--- src/rtl/pipe_adder_pkg.sv ---
// Shared types and helpers for the pipelined ripple-carry adder.
package pipe_adder_pkg;

  // Control bits carried alongside each pipeline stage's data.
  typedef struct packed {
    logic valid;
    logic carry;
    logic msb_carry;
  } stage_t;

  function automatic int chunk_w(input int width, input int stages);
    return width / stages;
  endfunction

  // Operand width has to split into equal, non-empty chunks.
  function automatic bit geometry_ok(input int width, input int stages);
    return (stages >= 1) && (stages <= width) && ((width % stages) == 0);
  endfunction

  // One full-adder cell: returns {carry_out, sum}.
  function automatic logic [1:0] full_add(input logic x, input logic y, input logic ci);
    return {(x & y) | (ci & (x ^ y)), x ^ y ^ ci};
  endfunction

endpackage

--- src/rtl/pipe_adder_slice.sv ---
// Combinational CW-bit ripple of full-adder cells; one per pipeline stage.
module adder_slice
  import pipe_adder_pkg::*;
#(
  parameter int CW = 4
) (
  input  logic [CW-1:0] a,
  input  logic [CW-1:0] b,
  input  logic          cin,
  output logic [CW-1:0] sum,
  output logic          cout,
  output logic          cmsb
);

  logic [CW:0] c;

  // Ripple the carry through the chunk bit by bit.
  always_comb begin
    c    = '0;
    sum  = '0;
    c[0] = cin;
    for (int i = 0; i < CW; i++) begin
      {c[i+1], sum[i]} = full_add(a[i], b[i], c[i]);
    end
  end

  assign cout = c[CW];
  assign cmsb = c[CW-1];

endmodule

--- src/rtl/pipe_adder.sv ---
// Pipelined WIDTH-bit ripple-carry adder, STAGES chunks, valid/ready on both sides.
// Optional macro PIPE_ADDER_SUB_EN adds a 'sub' input: a + ~b + 1, cin ignored.
module pipe_adder
  import pipe_adder_pkg::*;
#(
  parameter int WIDTH  = 16,
  parameter int STAGES = 4
) (
  input  logic             clk,
  input  logic             rst_n,
  input  logic             in_valid,
  output logic             in_ready,
  input  logic [WIDTH-1:0] a,
  input  logic [WIDTH-1:0] b,
  input  logic             cin,
`ifdef PIPE_ADDER_SUB_EN
  input  logic             sub,
`endif
  output logic             out_valid,
  input  logic             out_ready,
  output logic [WIDTH-1:0] sum,
  output logic             cout,
  output logic             ovf
);

  localparam int CW = chunk_w(WIDTH, STAGES);

  if (!geometry_ok(WIDTH, STAGES)) begin : g_bad_geometry
    $error("pipe_adder: WIDTH must be a multiple of STAGES and STAGES in 1..WIDTH");
  end

  stage_t [STAGES-1:0]            st_q;
  logic   [STAGES-1:0][WIDTH-1:0] a_q, b_q, s_q;
  logic   [STAGES-1:0][WIDTH-1:0] a_src, b_src, s_src, s_nxt;
  logic   [STAGES-1:0]            c_src, v_src, co_c, cm_c;
  logic   [STAGES-1:0][CW-1:0]    sum_c;
  logic   [WIDTH-1:0]             b_eff;
  logic                           c_eff;
  logic                           advance;
  logic                           unused_skew;

  // Subtraction folds into the first stage as an inverted B with carry-in forced high.
`ifdef PIPE_ADDER_SUB_EN
  assign b_eff = sub ? ~b : b;
  assign c_eff = sub ? 1'b1 : cin;
`else
  assign b_eff = b;
  assign c_eff = cin;
`endif

  assign advance  = out_ready | ~out_valid;
  assign in_ready = advance;

  // Each stage sees either the ports (stage 0) or the previous stage's registers.
  always_comb begin
    a_src    = '0;
    b_src    = '0;
    s_src    = '0;
    c_src    = '0;
    v_src    = '0;
    a_src[0] = a;
    b_src[0] = b_eff;
    c_src[0] = c_eff;
    v_src[0] = in_valid;
    for (int k = 1; k < STAGES; k++) begin
      a_src[k] = a_q[k-1];
      b_src[k] = b_q[k-1];
      s_src[k] = s_q[k-1];
      c_src[k] = st_q[k-1].carry;
      v_src[k] = st_q[k-1].valid;
    end
  end

  for (genvar k = 0; k < STAGES; k++) begin : g_stage
    adder_slice #(.CW(CW)) u_slice (
      .a    (a_src[k][k*CW +: CW]),
      .b    (b_src[k][k*CW +: CW]),
      .cin  (c_src[k]),
      .sum  (sum_c[k]),
      .cout (co_c[k]),
      .cmsb (cm_c[k])
    );
  end

  // Merge each stage's fresh chunk into the partial sum it forwards.
  always_comb begin
    s_nxt = s_src;
    for (int k = 0; k < STAGES; k++) begin
      s_nxt[k][k*CW +: CW] = sum_c[k];
    end
  end

  // All stages advance together; a global stall freezes the whole pipe.
  always_ff @(posedge clk or negedge rst_n) begin
    if (!rst_n) begin
      st_q <= '0;
      a_q  <= '0;
      b_q  <= '0;
      s_q  <= '0;
    end else if (advance) begin
      for (int k = 0; k < STAGES; k++) begin
        st_q[k].valid     <= v_src[k];
        st_q[k].carry     <= co_c[k];
        st_q[k].msb_carry <= cm_c[k];
        a_q[k]            <= a_src[k];
        b_q[k]            <= b_src[k];
        s_q[k]            <= s_nxt[k];
      end
    end
  end

  assign out_valid = st_q[STAGES-1].valid;
  assign sum       = s_q[STAGES-1];
  assign cout      = st_q[STAGES-1].carry;
  assign ovf       = st_q[STAGES-1].carry ^ st_q[STAGES-1].msb_carry;

  // Last-stage skew registers and intermediate msb carries have no consumer.
  assign unused_skew = ^{a_q[STAGES-1], b_q[STAGES-1], st_q};

endmodule

--- config.mk ---
export PLATFORM = sky130hd
export DESIGN_NAME = pipe_adder
export DESIGN_NICKNAME = d
export VERILOG_FILES = /design/src/rtl/pipe_adder_pkg.sv /design/src/rtl/pipe_adder_slice.sv /design/src/rtl/pipe_adder.sv
export SDC_FILE = /design/constraint.sdc
export NUM_CORES = 1
export LEC_CHECK = 0
export ABC_AREA = 1
export CAP_MARGIN = 20
export CELL_PAD_IN_SITES_DETAIL_PLACEMENT = 1
export CELL_PAD_IN_SITES_GLOBAL_PLACEMENT = 1
export CORE_ASPECT_RATIO = 2
export CORE_MARGIN = 8
export CORE_UTILIZATION = 25
export DETAILED_ROUTE_END_ITERATION = 10
export PLACE_DENSITY_LB_ADDON = 0.08
export SYNTH_ARGS = -nofsm -noshare
export SYNTH_HDL_FRONTEND = slang
export SYNTH_SLANG_ARGS = --single-unit
--- constraint.sdc ---
create_clock -name clk -period 2.7 [get_ports clk]
set_input_delay 0.54 -clock clk [delete_from_list [all_inputs] [get_ports clk]]
set_output_delay 0.54 -clock clk [all_outputs]
set_load 0.005 [all_outputs]
# Yosys cells after proc, flatten, opt, wreduce, memory -nomap -nowiden
# Index checks and enable logic that the tools add are counted.
totals:
  wordCells: 102
  regBits: 145
  out_inout_bits: 20
classes:
  bitwise: 83
ops:
  columns: ["op", "n"]
  rows:
  - ["1-bit XOR", 33]
  - ["1-bit AND", 32]
  - ["1-bit bitwise OR", 17]
  - ["1-bit NOT", 1]

# Longest topological paths before layout
depth:
  depth_word: 9
  mapped_depth: 10
  mapped_depth_nobuf: 10

# Cells and area by module
# Synthesis repeated with hierarchy kept, for this count alone.
unflattened:
  hier_cells: 477
  hier_area_um2: 4319.1
by_module_without_submodules:
  columns: ["module", "area_each_um2", "cells_each", "seq_area_each_um2", "instances"]
  rows:
  - ["pipe_adder", 3848.7, 421, 2427.3, 1]
  - ["adder_slice", 117.6, 14, 0.0, 4]

# Least setup slack after synthesis
# Ideal clock, no wire load.
synth_path:
  path_type: "input -> register"
  from: "input a[0]"
  to: "register s_q (netlist bit s_nxt[19])"
  path_stages: 10
  required_ps: 2635
  setup_slack_ps: 514
  arrival_time_ps: 2121
  path_cell_list: "inv_1 fa_1 inv_1 fa_1 fa_1 inv_1 fa_1 inv_1 nand2_1 nand2_1"
synth_via:
  elab_chain_cells: 8
  word_cells_on_any_way: 9
  classes_between: "9 x bitwise"
synth_lines:
  columns: ["element", "line", "rtl"]
  rows:
  - ["start: declaration", "pipe_adder.sv:13", "input logic [WIDTH-1:0] a,"]
  - ["1-bit XOR", "pipe_adder_pkg.sv:22", "return {(x & y) | (ci & (x ^ y)), x ^ y ^ ci};"]
  - ["1-bit AND", "pipe_adder_pkg.sv:22", null]
  - ["1-bit bitwise OR *", "pipe_adder_pkg.sv:22", null]
  - ["1-bit AND *", "pipe_adder_pkg.sv:22", null]
  - ["1-bit bitwise OR *", "pipe_adder_pkg.sv:22", null]
  - ["1-bit AND *", "pipe_adder_pkg.sv:22", null]
  - ["1-bit bitwise OR *", "pipe_adder_pkg.sv:22", null]
  - ["1-bit XOR *", "pipe_adder_pkg.sv:22", null]
  - ["end signal: indexed assignment", "pipe_adder.sv:107", "s_q[k] <= s_nxt[k];"]
  - ["end: declaration", "pipe_adder.sv:33", "logic [STAGES-1:0][WIDTH-1:0] a_q, b_q, s_q;"]
# Every way passes the cells marked *; elsewhere a longest branch is shown, timed or not.
# A chain may end at the register's enable or synchronous reset.

# Worst setup path in the final report
# Ends and elaborated chain as after synthesis.

==> results.sh <==
export IMPL_hold_viol=0
export IMPL_r2r_setup_slack_ns=0.45
export IMPL_dr_first_iter_drc_count=128
export IMPL_critPathKind="input pin to flip-flop"
export IMPL_grt_busiest_layer="met2"
export IMPL_start_util_pct=25.3
export IMPL_crit_chain="clkdlybuf4s50_1, inv_1, fa_1, inv_1, fa_1, fa_1, inv_1, fa_1, inv_1, nand2_1, nand2_1"
export IMPL_worst_pin_slew_ns=0.581
export IMPL_crit_arrival_ns=2.65
export IMPL_utilization_pct=31.2
export IMPL_root_buffer="clkbuf_16"
export IMPL_worst_r2r_cell_count=10
export IMPL_portBuffers=56
export IMPL_cts_sinks=97
export IMPL_die_height_um=202
export IMPL_rows=68
export IMPL_ctsResizeCount=0
export IMPL_track_usage_pct=10.4
export IMPL_dp_slack_ns=-0.0339
export IMPL_cp_num_buf_inv=5
export IMPL_critPathMaxFanout=1
export IMPL_max_slew_margin_pct=61.3
export IMPL_grtUsageMet3_pct=2.39
export IMPL_finalNetCount=573
export IMPL_route_detailed_drc=0
export IMPL_synth_top_cell_by_area="dfrtp_1"
export IMPL_h_tree_depth=3
export IMPL_finalCritPeriodShare_pct=87.6
export IMPL_synth_cells=477
export IMPL_yosys_top_cells_area="dfrtp_1 56%, nand2_1 17%, nand3_1 11%"
export IMPL_first_pass_iters=4
export IMPL_end_kind="flip-flop"
export IMPL_worst_slack_ns=0.334
export IMPL_max_cap_violations=0
export IMPL_setup_viol=0
export IMPL_maxSlewViolCount=0
export IMPL_antenna_left=0
export IMPL_drive_gt1_share_pct=4.95
export IMPL_routed_via_count=3158
export IMPL_hp_class="input pin to async pin"
export IMPL_cp_start_kind="input pin"
export IMPL_reg2reg_from="a_q[44]"
export IMPL_core_area_um2=17100
export IMPL_antenna_found_initial=0
export IMPL_cts_buffers=9
export IMPL_clock_latency_ns=0.35
export IMPL_powerDensity_nw_per_um2=1080
export IMPL_critPathLaunch="a[0]"
export IMPL_outcome="completed"
export IMPL_gp_congestion=0.648
export IMPL_dp_hpwl_um=6260
export IMPL_syn_to_final_growth_pct=23.3
export IMPL_synth_seq_cells=97
export IMPL_synth_nets=530
export IMPL_peakVddDrop_mv=0.410
export IMPL_io_pins=57
export IMPL_wl_um=10400
export IMPL_max_clock_freq_mhz=423
export IMPL_rsz0062_at_grt="no"
export IMPL_holdBufCountCts=0
export IMPL_fin_skew_ns=0.00680
export IMPL_max_stage_delay_ns=0.42
export IMPL_p_leak_nw=2.74
export IMPL_tritoncts="yes"
export IMPL_synth_seq_area_share_pct=56.0
export IMPL_synth_distinct_cells=12
export IMPL_met2_usage_pct=16.7
export IMPL_die_w_um=109
export IMPL_die_area_um2=22100
export IMPL_crit_family="adder cells"
export IMPL_netlist_area_leader_share_pct=56.0
export IMPL_detail_route_wl_per_cell_um=14.2
export IMPL_path_clk_slew_ns=0.07
export IMPL_r2r_end="sum[15]"
export IMPL_postSynthAreaPerCell_um2=9.08
export IMPL_grt_overflow=0
export IMPL_grt_pass1_vias=3610
export IMPL_clockBufferDepth=2
export IMPL_synth_area_um2=4330
export IMPL_critPathSlowestCell="fa_1"
export IMPL_met1_usage_pct=13.0
export IMPL_crit_required_ns=2.98
export IMPL_grt_pass1_wl_um=18300
export IMPL_antenna_cells=0
export IMPL_yosysWarnings=0
export IMPL_min_period_ns=2.37
export IMPL_via_per_inst=4.30
export IMPL_cts_setup_buffers=0
export IMPL_grt_max_degree=98
metrics by stage:
step           hold slack [ns]  std cells  area [µm²]  power (mW)  setup TNS (ns)
6_report                0.0231        735        5340        5.77               0
5_1_grt                 0.0231        735        5340        6.37               0
4_1_cts                 0.0145        735        5340        5.97               0
3_5_place_dp             0.400        719        5050        4.60         -0.0339
3_3_place_gp             0.398        719        5050        4.57               0
2_1_floorplan            0.244        477        4330        3.80               0
kinds of logic after synthesis:
family / share of synthesized area, %
XOR/XNOR: 0.202
adder cells (fa/ha/maj): 7.39
buffers and inverters: 8.32
flip-flops: 56.0
AND/OR/NAND/NOR: 28.1
power by group:
group / leakage, nW / switching [mW] / internal (mW)
logic: 1.42 / 1.15 / 0.875
registers: 1.18 / 0.360 / 2.08
clock network: 0.139 / 0.579 / 0.722
total: 2.74 / 2.09 / 3.68
worst reg2reg max path, stage by stage, from the launching register on:
cell	delay [ns]
dfrtp_1	0.34
inv_1	0.06
fa_1	0.40
inv_1	0.07
fa_1	0.16
inv_1	0.05
fa_1	0.42
inv_1	0.12
fa_1	0.41
nand2_1	0.08
nand2_1	0.05
layout by cell type, fill, tap and decap left out, types with 2 or more instances in the layout:
cell               n
clkbuf_16          9
clkdlybuf4s50_1   55
clkinv_2           2
buf_12             3
clkinvlp_4         2
fa_1              16
nand2_1          193
buf_4              5
dfrtp_1           96
nand3_1           96
inv_1             41
final cells by class:
class / instances / area, µm²
well taps: 210 / 263
repair buffers: 63 / 648
clock buffers: 10 / 229
inverters: 42 / 159
multi-input cells: 307 / 1550
flip-flops and latches: 97 / 2430
fillers: 1991 / 11800
clock inverters: 6 / 67.6
routing by layer:
| layer | vias to the layer above | part of all wire (%) |
|---|---|---|
| met5 | - | 0 |
| met2 | 47 | 48 |
| met1 | 1545 | 46 |
| met3 | 9 | 3.9 |
| li1 | 1557 | - |
| met4 | 0 | 1.9 |
cell usage after synthesis:
library cell	count
nand2_1	193
buf_2	15
inv_1	41
nand3_1	96
clkbuf_1	2
buf_6	4
nand2_4	1
xor2_1	1
dfrtp_1	97
buf_4	10
fa_1	16
inv_2	1
flip-flops by register name, summed over array words and instances (netlist names):
signal	cells
b_q	24
st_q	4
c_src	3
s_nxt	24
cout	1
a_q	24
out_valid	1
sum	16
how the worst max path moves through the flow:
stage,endpoint,slack (ns),cells after the start
global route,s_nxt[19],0.17,11
finish,s_nxt[19],0.33,11
global placement,s_nxt[19],0.02,11
CTS,s_nxt[19],0.34,11
detailed placement,s_nxt[19],-0.03,11
floorplan,s_nxt[19],0.51,10
No activity file was read; power rests on OpenSTA's default activity.
==> patch (config.mk and constraints unchanged) <==
Add a define of `PIPE_ADDER_SUB_EN`.
--- a/src/rtl/pipe_adder.sv
+++ b/src/rtl/pipe_adder.sv
@@ -1,4 +1,6 @@
 // Pipelined WIDTH-bit ripple-carry adder, STAGES chunks, valid/ready on both sides.
 // Optional macro PIPE_ADDER_SUB_EN adds a 'sub' input: a + ~b + 1, cin ignored.
+`define PIPE_ADDER_SUB_EN
+
 module pipe_adder
   import pipe_adder_pkg::*;
Ports: changed (added sub); port bits go from 57 to 58. No check against the original RTL was run, so the function may have changed too.
==> patch against the original RTL <==
  * Count of clock-buffer cells in the layout rose by 1
  * First-iteration DRC count down 30%
  * Non-clock buffer count up 1
  * Total power fell by 2.6%
  * Wire length shrank 12%
  * Worst setup slack worse by 0.20 ns
  * Synthesized cell count decreased by 3.1%
  * Clock power up 8%
  * Cell area rose by 0.23%
  * Final cell count down 1.2%
  * Sequential cell count unchanged
  * Area after synthesis decreased by 2.6%
  * Critical endpoint unchanged
  * Largest cell class unchanged
  * Largest power group unchanged
==> patch: results (changes against the original RTL) <==
initial DRC count=89 (was 128); post-place instance area=5022 um^2 (was 5046 um^2); Placer Congestion=0.6776 (was 0.6478); PwrDens=1050 nW/um^2 (was 1080 nW/um^2); Post-Syn Nets=516 (was 530); status=completed (unchanged); first-pass GRT wire length=16.20 mm (was 18.25 mm); Final nets=568 (was 573); main area contributors after synthesis=dfrtp_1, nand2_1, fa_1, o21ai_0, inv_1 (was dfrtp_1, nand2_1, nand3_1, fa_1, inv_1); area share of fa/ha/maj cells after synthesis=7.587% (was 7.392%); arrival time worst endpoint=2.81 ns (was 2.65 ns); DR vias/cell=4.098 (was 4.297); vias in the first global route=3,180 (was 3,610); later-pin clock latency in the skew report=0.35 ns (about the same); R2R Path End=sum[15] (unchanged); Relative slew margins=63.83% (was 61.28%); CTS Buf Count=9 (unchanged); Int Power=3.786 mW (was 3.681 mW); Pre-antenna DRT Iters=5 (was 4); post-synthesis cell type count=16 (was 12); HPWL after detailed placement=6.410 mm (was 6.260 mm); maximum vdd drop=0.2921 mV (was 0.4104 mV); Synth Area in Compound Gates=6.046% (was 0%); Seq/Total Area, Yosys=57.50% (was 56.02%); worst hold slack=0.1741 ns (was 0.02310 ns); Buffers on Ports=57 (was 56); Leakage=2.647 nW (was 2.742 nW); Synth top cells by count=nand2_1, dfrtp_1, inv_1 (was nand2_1, dfrtp_1, nand3_1); GR Util All Layers=9.570% (was 10.42%); drt wl/cell=12.70 um (was 14.20 um); largest net degree at the start of global routing=96 (was 98); share of layout cells above drive strength 1=5.395% (was 4.952%); mux share of post-synthesis cell area=0% (unchanged); Fin Clk Skew=0.007239 ns (was 0.006801 ns); R2R Setup Slk=0.50 ns (was 0.45 ns); XOR/XNOR Fraction of Synth Area=1.037% (was 0.2021%); n_diodes=0 (unchanged); htree depth=3 (unchanged); Most used DFF post-synth=dfrtp_1 (unchanged)
[patch: cell type report]
type	instances	area (um^2)
sequential	97	2427
tap	207	259.0
inverter	56	210.2
clock inverter	5	77.57
clock buffer	11	252.7
multi-input combinational	286	1455
timing repair buffer	64	673.1
fill	1944	11330
[patch: layer usage]
metal	track usage, %	wire length, um
met1	11.43	4033
met2	15.57	4629
met3	2.476	378
met4	4.658	181
met5	0	0
[patch: cells by family (layout without fill, tap and decap cells)]
kind of cell	Yosys count	count (layout)
adders and majority gates	16	16
AOI/OAI and AO/OA	51	51
buffers and inverters	79	136
DFF	97	97
xor gates and xnor gates	5	5
and+or+nand+nor	214	214
[patch: power groups by stage]
stage	sequential, mW	combinational [mW]	clock (mW)
after floorplan	2.38	1.15	0
after global placement	2.43	1.85	0
after detailed placement	2.45	1.88	0
after CTS	2.43	1.90	1.47
after global routing	2.50	2.16	1.53
final	2.41	1.81	1.41
[patch: repair_timing]
action,4_1_cts,5_1_grt
setup endpoints to repair,0,1
setup buffers,0,0
hold endpoints to repair,0,0
resized for setup,0,1
[patch: how the worst max path moves through the flow]
stage | from | depth (start not counted) | endpoint | slack (ns)
after global placement | sub | 10 | s_nxt[19] | -0.31
final | b[0] | 10 | s_nxt[19] | 0.13
after global routing | b[0] | 10 | s_nxt[19] | 0.04
after floorplan | sub | 11 | s_nxt[19] | 0.009
after detailed placement | sub | 10 | s_nxt[19] | -0.33
after CTS | sub | 10 | s_nxt[19] | 0.05
[patch: stage by stage]
stage | std cells | setup WS [ns]
floorplan | 462 | 0.009111
global placement | 710 | -0.3106
detailed placement | 710 | -0.3278
CTS | 726 | 0.05104
global route | 726 | 0.04315
finish | 726 | 0.1305
[patch: critical path, stage by stage]
cell	delay, ns
clkdlybuf4s50_1	0.48
xor2_1	0.20
fa_1	0.20
inv_1	0.05
fa_1	0.38
fa_1	0.37
inv_1	0.08
fa_1	0.40
nand2_1	0.07
nand2_1	0.05
